--- src/rtl/scan_decoder.sv ---
// One-hot code decoder with a direct handshake mode and a timed auto-scan mode.
// Define SCAN_DECODER_ACTIVE_LOW_EN for active-low outputs (selected bit 0, inactive all ones).
module scan_decoder #(
   parameter int N     = 4,
   parameter int DWELL = 4
) (
   input  logic            clk,
   input  logic            rst,
   input  logic            en,
   input  logic            mode,
   input  logic            in_valid,
   input  logic [N-1:0]    in_code,
   output logic            in_ready,
   output logic [2**N-1:0] out,
   output logic [N-1:0]    cur_code,
   output logic            wrap
);

   // state  | meaning
   // IDLE   | disabled; outputs inactive, cur_code held, dwell cleared
   // DIRECT | decode in_code on each valid/ready handshake
   // SCAN   | step cur_code every DWELL cycles, pulse wrap on 2**N-1 -> 0

   localparam int OW = 2**N;
   localparam int DW = (DWELL > 1) ? $clog2(DWELL) : 1;
   localparam logic [DW-1:0] DWELL_LAST = DW'(DWELL - 1);

`ifdef SCAN_DECODER_ACTIVE_LOW_EN
   localparam logic [OW-1:0] POL = {OW{1'b1}};
`else
   localparam logic [OW-1:0] POL = '0;
`endif

   typedef enum logic [1:0] {
      IDLE   = 2'd0,
      DIRECT = 2'd1,
      SCAN   = 2'd2
   } state_t;

   state_t          state_q, state_d;
   logic [N-1:0]    cur_code_q, cur_code_d;
   logic [DW-1:0]   dwell_q, dwell_d;
   logic [OW-1:0]   out_q, out_d;
   logic            wrap_q, wrap_d;

   always_comb begin
      state_d    = state_q;
      cur_code_d = cur_code_q;
      dwell_d    = dwell_q;
      wrap_d     = 1'b0;
      if (!en) begin
         state_d = IDLE;
         dwell_d = '0;
      end else begin
         case (state_q)
            IDLE: begin
               if (mode) begin
                  state_d    = SCAN;
                  cur_code_d = '0;
                  dwell_d    = '0;
               end else begin
                  state_d = DIRECT;
               end
            end
            DIRECT: begin
               // a mode change wins over a same-cycle handshake
               if (mode) begin
                  state_d    = SCAN;
                  cur_code_d = '0;
                  dwell_d    = '0;
               end else if (in_valid) begin
                  cur_code_d = in_code;
               end
            end
            SCAN: begin
               if (!mode) begin
                  state_d = DIRECT;
                  dwell_d = '0;
               end else if (dwell_q == DWELL_LAST) begin
                  dwell_d    = '0;
                  cur_code_d = cur_code_q + N'(1);
                  wrap_d     = (cur_code_q == {N{1'b1}});
               end else begin
                  dwell_d = dwell_q + DW'(1);
               end
            end
            default: begin
               state_d = IDLE;
               dwell_d = '0;
            end
         endcase
      end

      if (state_d == IDLE)
         out_d = POL;
      else
         out_d = ({{(OW-1){1'b0}}, 1'b1} << cur_code_d) ^ POL;
   end

   always_ff @(posedge clk or posedge rst) begin
      if (rst) begin
         state_q    <= IDLE;
         cur_code_q <= '0;
         dwell_q    <= '0;
         out_q      <= POL;
         wrap_q     <= 1'b0;
      end else begin
         state_q    <= state_d;
         cur_code_q <= cur_code_d;
         dwell_q    <= dwell_d;
         out_q      <= out_d;
         wrap_q     <= wrap_d;
      end
   end

   assign in_ready = en && (state_q == DIRECT);
   assign out      = out_q;
   assign cur_code = cur_code_q;
   assign wrap     = wrap_q;

endmodule

--- config.mk ---
export PLATFORM = sky130hd
export DESIGN_NAME = scan_decoder
export DESIGN_NICKNAME = d
export VERILOG_FILES = /design/src/rtl/scan_decoder.sv
export SDC_FILE = /design/constraint.sdc
export NUM_CORES = 1
export LEC_CHECK = 0
export ABC_AREA = 1
export CORE_MARGIN = 10
export CORE_UTILIZATION = 47
export DETAILED_ROUTE_END_ITERATION = 6
export PLACE_DENSITY = 0.86
export SYNTH_ARGS = -nofsm -noshare
export SYNTH_HDL_FRONTEND = slang
export SYNTH_SLANG_ARGS = --single-unit
--- constraint.sdc ---
create_clock -name clk -period 1.9 [get_ports clk]
set_clock_uncertainty 0.1 [all_clocks]
set_input_delay 0.57 -clock clk [delete_from_list [all_inputs] [get_ports clk]]
set_output_delay 0.57 -clock clk [all_outputs]
set_load 0.02 [all_outputs]
==> out/results.txt, run 1 <==
Number of vias per cell: 5.12
Yosys cell types: 22
Final setup TNS: 0 ps
Core Area: 2480 µm²
FF/Latch Area: 626 µm²
Post-Syn Instances: 142
Iter 0 DRT Violations: 82
CTS Buffer Depth: 2
Synth area leader: dfrtp_1
Via count: 1158
Area Overhead vs Synth: 43.8%
Row count: 18
Die width: 70.8 µm
Status: complete, no violations
WL per Instance: 14.2 µm
Net count reported at finish: 208
CP max-delay cell: dfrtp_1
Asr flop ratio synth: 100%
Synthesis Warnings: 0
Max incr delay on CP: 410 ps
Crit Path Class: flop to output pin
Peak supply drop: 641 µV
Gr ovfl total: 0
Syn avg cell area: 8.55 µm²
Synth area leaders: dfrtp_1 (52%), nand2_1 (11%), nor2_1 (7.1%), nand3_1 (4.1%), inv_1 (3.7%)
Sequential share of the synthesized area: 51.5%
FF+latch count, synth: 25
DRT Wirelength: 3200 µm
CTS tree: built
Overall power: 1.02 mW
Power per cell area: 585 nW/µm²
CTS Sinks: 25
Drt pass-1 iters: 4
Utilization after layout: 70.5%
Final WS setup: 48.9 ps
Global-route wire length before repair: 5580 µm
Critical-path cell list: buf_4 -> dlygate4sd2_1
Max-cap check violation count: 0
Num ports: 31
# setup viols final: 0
Slew Limit Fails: 0
Post-synth EDFFs: 0
Antenna violations before repair: 0
Synth top cells by count: nand2_1 (37), dfrtp_1 (25), nor2_1 (23)
Initial Util: 49.0%
Critical Path Fanout Max: 2
RSZ-0062 raised after global routing: no
Chip height: 70.8 µm
DRT antenna net count: 0
Yosys top cell area share: 51.5%
CP Launch Type: flop
Mapped Area: 1210 µm²
Total die area: 5010 µm²
Vias in the first global route: 1171
Fill cells: 198
Final Hold Viols: 0
Largest net degree at the start of global routing: 26
Most numerous cell in the Yosys netlist: nand2_1
Worst setup EP type: output pin
Placer congestion estimate: 0.834
Post-route DRC violation count: 0
CTS Root Cell: clkbuf_4
Cts hold-fix bufs: 0
Slew @ Worst Pin: 341 ps
Min-delay worst type: flop to flop
CP Data Required Time: 1230 ps
Pre-CTS WS: -572 ps
Hpwl dp: 2490 µm
Final Critical Period: 1850 ps
GRT Total Usage: 13.4%
Crit path DAT: 1180 ps
Synth Flop Type: dfrtp_1
Final Cycle Share: 97.4%
H-Tree Depth: 1
Slew HR: 77.3%
Multi-input gate area: 553 µm²
Syn Nets: 153
Latest clock arrival within the worst-skew pair: 330 ps
IO buf count: 30
CTS Buf Count: 3
Leak: 0.963 nW
Antenna Cells: 0
Max frequency: 540 MHz
Clock slew at reported path FFs: 140 ps
Share of cells above drive strength 1: 29.1%
## registers in the layout, indices dropped and copies added, names as in the netlist
signal and count:
cur_code 4, dwell_q 2, out 16, state_q 2, wrap 1
## metrics by stage
stage / cells / hold WS, ps / area, µm²
after floorplan: 142 / 347 / 1210
after global placement: 219 / 360 / 1680
after detailed placement: 219 / 382 / 1680
after CTS: 223 / 404 / 1680
after global routing: 226 / 419 / 1750
final: 226 / 405 / 1750
## routing by layer
| layer | wire (µm) | up-vias | global-route usage, % | share of wire [%] |
|---|---|---|---|---|
| li1 | - | 551 | - | - |
| met1 | 1150 | 563 | 14.3 | 36 |
| met2 | 1800 | 37 | 24.6 | 56 |
| met3 | 185 | 7 | 2.65 | 5.8 |
| met4 | 63 | 0 | 5.81 | 2.0 |
| met5 | 0 | - | 0 | 0 |
## final timing paths
kind                       depth (start not counted)              startpoint  slack, ps                      to
setup / recovery                                   2   cur_code[1]$_DFF_PP0_         50             cur_code[1]
hold / removal                                     1  dwell_q[0]$_DFFE_PP0P_        400  dwell_q[0]$_DFFE_PP0P_
setup reg to reg                                  12   cur_code[1]$_DFF_PP0_        100       out[11]$_DFF_PP0_
hold reg to reg                                    1  dwell_q[0]$_DFFE_PP0P_        400  dwell_q[0]$_DFFE_PP0P_
max in group asynchronous                          3                     rst       1000   cur_code[0]$_DFF_PP0_
min in group asynchronous                          3                     rst        470        out[1]$_DFF_PP0_
## area by class of cell
| type | instances | share of cell area, % |
|---|---|---|
| sequential | 25 | 35.8 |
| multi-input combinational | 99 | 31.7 |
| timing repair buffer | 51 | 24.6 |
| inverter | 17 | 4.01 |
| tap | 30 | 2.15 |
| clock buffer | 3 | 1.29 |
| clock inverter | 1 | 0.430 |
## cells by family (layout without fill, tap and decap cells)
family | count (synthesis) | after routing | synth area share [%]
and+or+nand+nor | 86 | 86 | 33.0
DFF | 25 | 25 | 51.5
buffers and inverters | 18 | 72 | 6.39
AOI/OAI and AO/OA | 11 | 11 | 7.01
adders and majority gates | 2 | 2 | 2.06
## critical path: cells and delay by family (launching register included)
| kind | cells | cell delay, ps |
|---|---|---|
| flops | 1 | 410 |
| buf+inv | 2 | 440 |
## cell usage in the layout (no fill, tap or decap), types with 2 or more instances in the layout
cell type / instances
o21ai_0: 4
nand3_1: 8
dfrtp_1: 25
clkdlybuf4s50_1: 5
dlygate4sd2_1: 23
nand2_4: 2
nand2_1: 33
nor2_2: 6
nand4_1: 2
nor2_1: 22
nand2_2: 9
clkbuf_4: 3
a21oi_1: 3
inv_1: 12
buf_4: 22
inv_2: 3
nand3_2: 2
## power breakdown
part	switching (mW)	internal, mW
logic	0.118	0.0841
clock network	0.171	0.0806
registers	0.0148	0.552
## repair_timing
action | CTS | global route
setup endpoints to repair | 32 | 16
pin swaps | 1 | 8
setup buffers | 0 | 3
gates cloned | 0 | 0
gates resized for setup | 28 | 12
(Power assumes the default switching activity.)
==> run 2, diff against run 1 <==
RECOVER_POWER = 50   (was unset)
==> out/results.txt, run 2 (synthesis gave the netlist of run 1 again) <==
Status: complete, no violations
R2R Setup Slk: 110 ps (about the same)
Crit Path Class: flop to output pin
Reg2Reg Depth: 12 (unchanged)
Drt pass-1 iters: 5 (+1)
Min-delay worst type: flop to flop
Final Critical Period: 1850 ps (+0.511 ps)
Row count: 18 (unchanged)
Critical Path Fanout Max: 2 (unchanged)
Slew @ Worst Pin: 599 ps (+259 ps)
H-Tree Depth: 1 (unchanged)
Net count reported at finish: 208 (unchanged)
Number of vias per cell: 5.12 (unchanged)
Gate power share: 19.4% (-0.4 points)
Area Overhead vs Synth: 42.6%
Final Hold Viols: 0 (unchanged)
Final setup TNS: 0 ps (unchanged)
Via count: 1158 (unchanged)
Die width: 70.8 µm (unchanged)
Internal power: 0.714 mW (-0.48%)
Latest clock arrival within the worst-skew pair: 330 ps (about the same)
Critical-path cell list: buf_4 -> dlygate4sd2_1
Min Hold Slack: 401 ps (-3.95 ps)
FF/Latch Area: 626 µm² (unchanged)
Vias in the first global route: 1171 (unchanged)
Crit path DAT: 1180 ps (about the same)
IO buf count: 30 (unchanged)
Iter 0 DRT Violations: 88 (+7.3%)
Max incr delay on CP: 410 ps (about the same)
DRT antenna net count: 0 (unchanged)
Max FFs per register: 16 (unchanged)
Switching share of total power: 30.0% (+0.25 points)
WL per Instance: 14.3 µm (+1.0%)
Non-Filler Instances: 226 (unchanged)
CTS Buffer Depth: 2 (unchanged)
Commonest non-fill, non-tap cells in the layout: nand2_1 (34), dfrtp_1 (25), nor2_1 (23), dlygate4sd2_1 (23), buf_4 (19)
Largest net degree at the start of global routing: 26 (unchanged)
Final WS setup: 48.4 ps (-0.511 ps)
CTS Root Cell: clkbuf_4
Worst r2r dst: out[11]$_DFF_PP0_
CTS Sinks: 25 (unchanged)
Fill cells: 204 (+3.0%)
Slew HR: 60.0% (-17 points)
Multi-input gate area: 548 µm² (-0.90%)
Hold Crit Start: dwell_q[0]$_DFFE_PP0P_
Clock share of power: 25.0% (+0.3 points)
CP Data Required Time: 1230 ps (about the same)
# setup viols final: 0 (unchanged)
Hpwl dp: 2490 µm (unchanged)
Antenna violations before repair: 0 (unchanged)
Antenna Cells: 0 (unchanged)
Peak supply drop: 640 µV (-0.16%)
Final Cycle Share: 97.5% (about the same)
Layer with the highest usage: met2
Max frequency: 540 MHz (about the same)
CTS tree: built
Chip height: 70.8 µm (unchanged)
Max-cap check violation count: 0 (unchanged)
CP max-delay cell: dfrtp_1
Overall power: 1.02 mW (-0.12%)
Global-route wire length before repair: 5580 µm (unchanged)
Share of cells above drive strength 1: 27.0% (-2.0 points)
Psw: 0.306 mW (+0.71%)
Placed cell area: 1680 µm² (unchanged)
Power per cell area: 589 nW/µm² (+0.74%)
Grt met3 use: 2.65% (unchanged)
Core Area: 2480 µm² (unchanged)
Final instance area: 1730 µm² (-0.86%)
Placed cell count: 219 (unchanged)
Hold path cells: 1 (unchanged)
Leak: 0.956 nW (-0.71%)
GRT met2 Usage: 24.6% (unchanged)
Clock slew at reported path FFs: 140 ps (about the same)
CP Launch Type: flop
CTS Buf Count: 3 (unchanged)
Seq pwr share: 55.6% (about the same)
Num ports: 31 (unchanged)
Initial Util: 49.0% (unchanged)
GRT Total Usage: 13.4% (unchanged)
RSZ-0062 raised after global routing: no
Worst Hold End: dwell_q[0]$_DFFE_PP0P_
DRT Wirelength: 3230 µm (+1.0%)
Worst reg2reg path startpoint: cur_code[1]$_DFF_PP0_
Post-route DRC violation count: 0 (unchanged)
Total die area: 5010 µm² (unchanged)
Met1 Track Usage GR: 14.3% (unchanged)
Pre-CTS WS: -572 ps (unchanged)
Commonest non-fill, non-tap cell in the layout: nand2_1
Worst setup EP type: output pin
Utilization after layout: 69.8% (-0.61 points)
Placer congestion estimate: 0.834 (unchanged)
Slew Limit Fails: 0 (unchanged)
Gr ovfl total: 0 (unchanged)
==> run 2: changes by cell type in the layout (fill, tap and decap cells not counted) <==
cell             previous run  this run
clkbuf_2                    0         1
nand2_1                    33        34
clkdlybuf4s50_1             5         4
dlygate4sd3_1               0         1
nor2_1                     22        23
buf_4                      22        19
nor2_2                      6         5
nand2_2                     9         8
clkbuf_1                    0         2
==> run 2: how the worst max path moves through the flow <==
stage | slack (ps) | cells after the start | end | startpoint
floorplan | 260 | 8 | out[10]$_DFF_PP0_ | mode
CTS | 20 | 11 | out[8]$_DFF_PP0_ | in_valid
global placement | -550 | 4 | in_ready | en
finish | 50 | 2 | cur_code[1] | cur_code[1]$_DFF_PP0_
global route | 2 | 12 | out[11]$_DFF_PP0_ | cur_code[1]$_DFF_PP0_
detailed placement | -570 | 4 | in_ready | en
==> run 2: cell type report <==
cell class              instances  share of cell area, %
inverters                      17                   4.05
well taps                      30                   2.17
multi-input cells              99                   31.7
flip-flops and latches         25                   36.2
clock buffers                   3                   1.30
clock inverters                 1                  0.434
repair buffers                 51                   24.2
==> run 2: critical path, delay by kind of cell, from the launching register on <==
family / cells / cell delay, ps
buffers and inverters: 2 / 440
flip-flops: 1 / 410
==> run 2: metal layers <==
metal	vias to the layer above	wire, µm
li1	552	-
met1	561	1180
met2	38	1800
met3	7	194
met4	0	60
met5	-	0
==> run 2: what timing repair did <==
action / CTS / global route
setup buffers: 0 / 3
pin swaps: 1 / 8
endpoints found under the hold margin: 0 / 0
hold buffers: 0 / 0
setup endpoints to repair: 32 / 16
gates resized for setup: 28 / 12
==> run 2: power by group through the flow <==
| stage | clock [mW] | sequential (mW) | combinational, mW |
|---|---|---|---|
| after global routing | 0.275 | 0.570 | 0.220 |
| final | 0.255 | 0.567 | 0.198 |
| after floorplan | 0 | 0.590 | 0.0956 |
| after CTS | 0.252 | 0.567 | 0.193 |
| after detailed placement | 0 | 0.577 | 0.202 |
| after global placement | 0 | 0.576 | 0.192 |
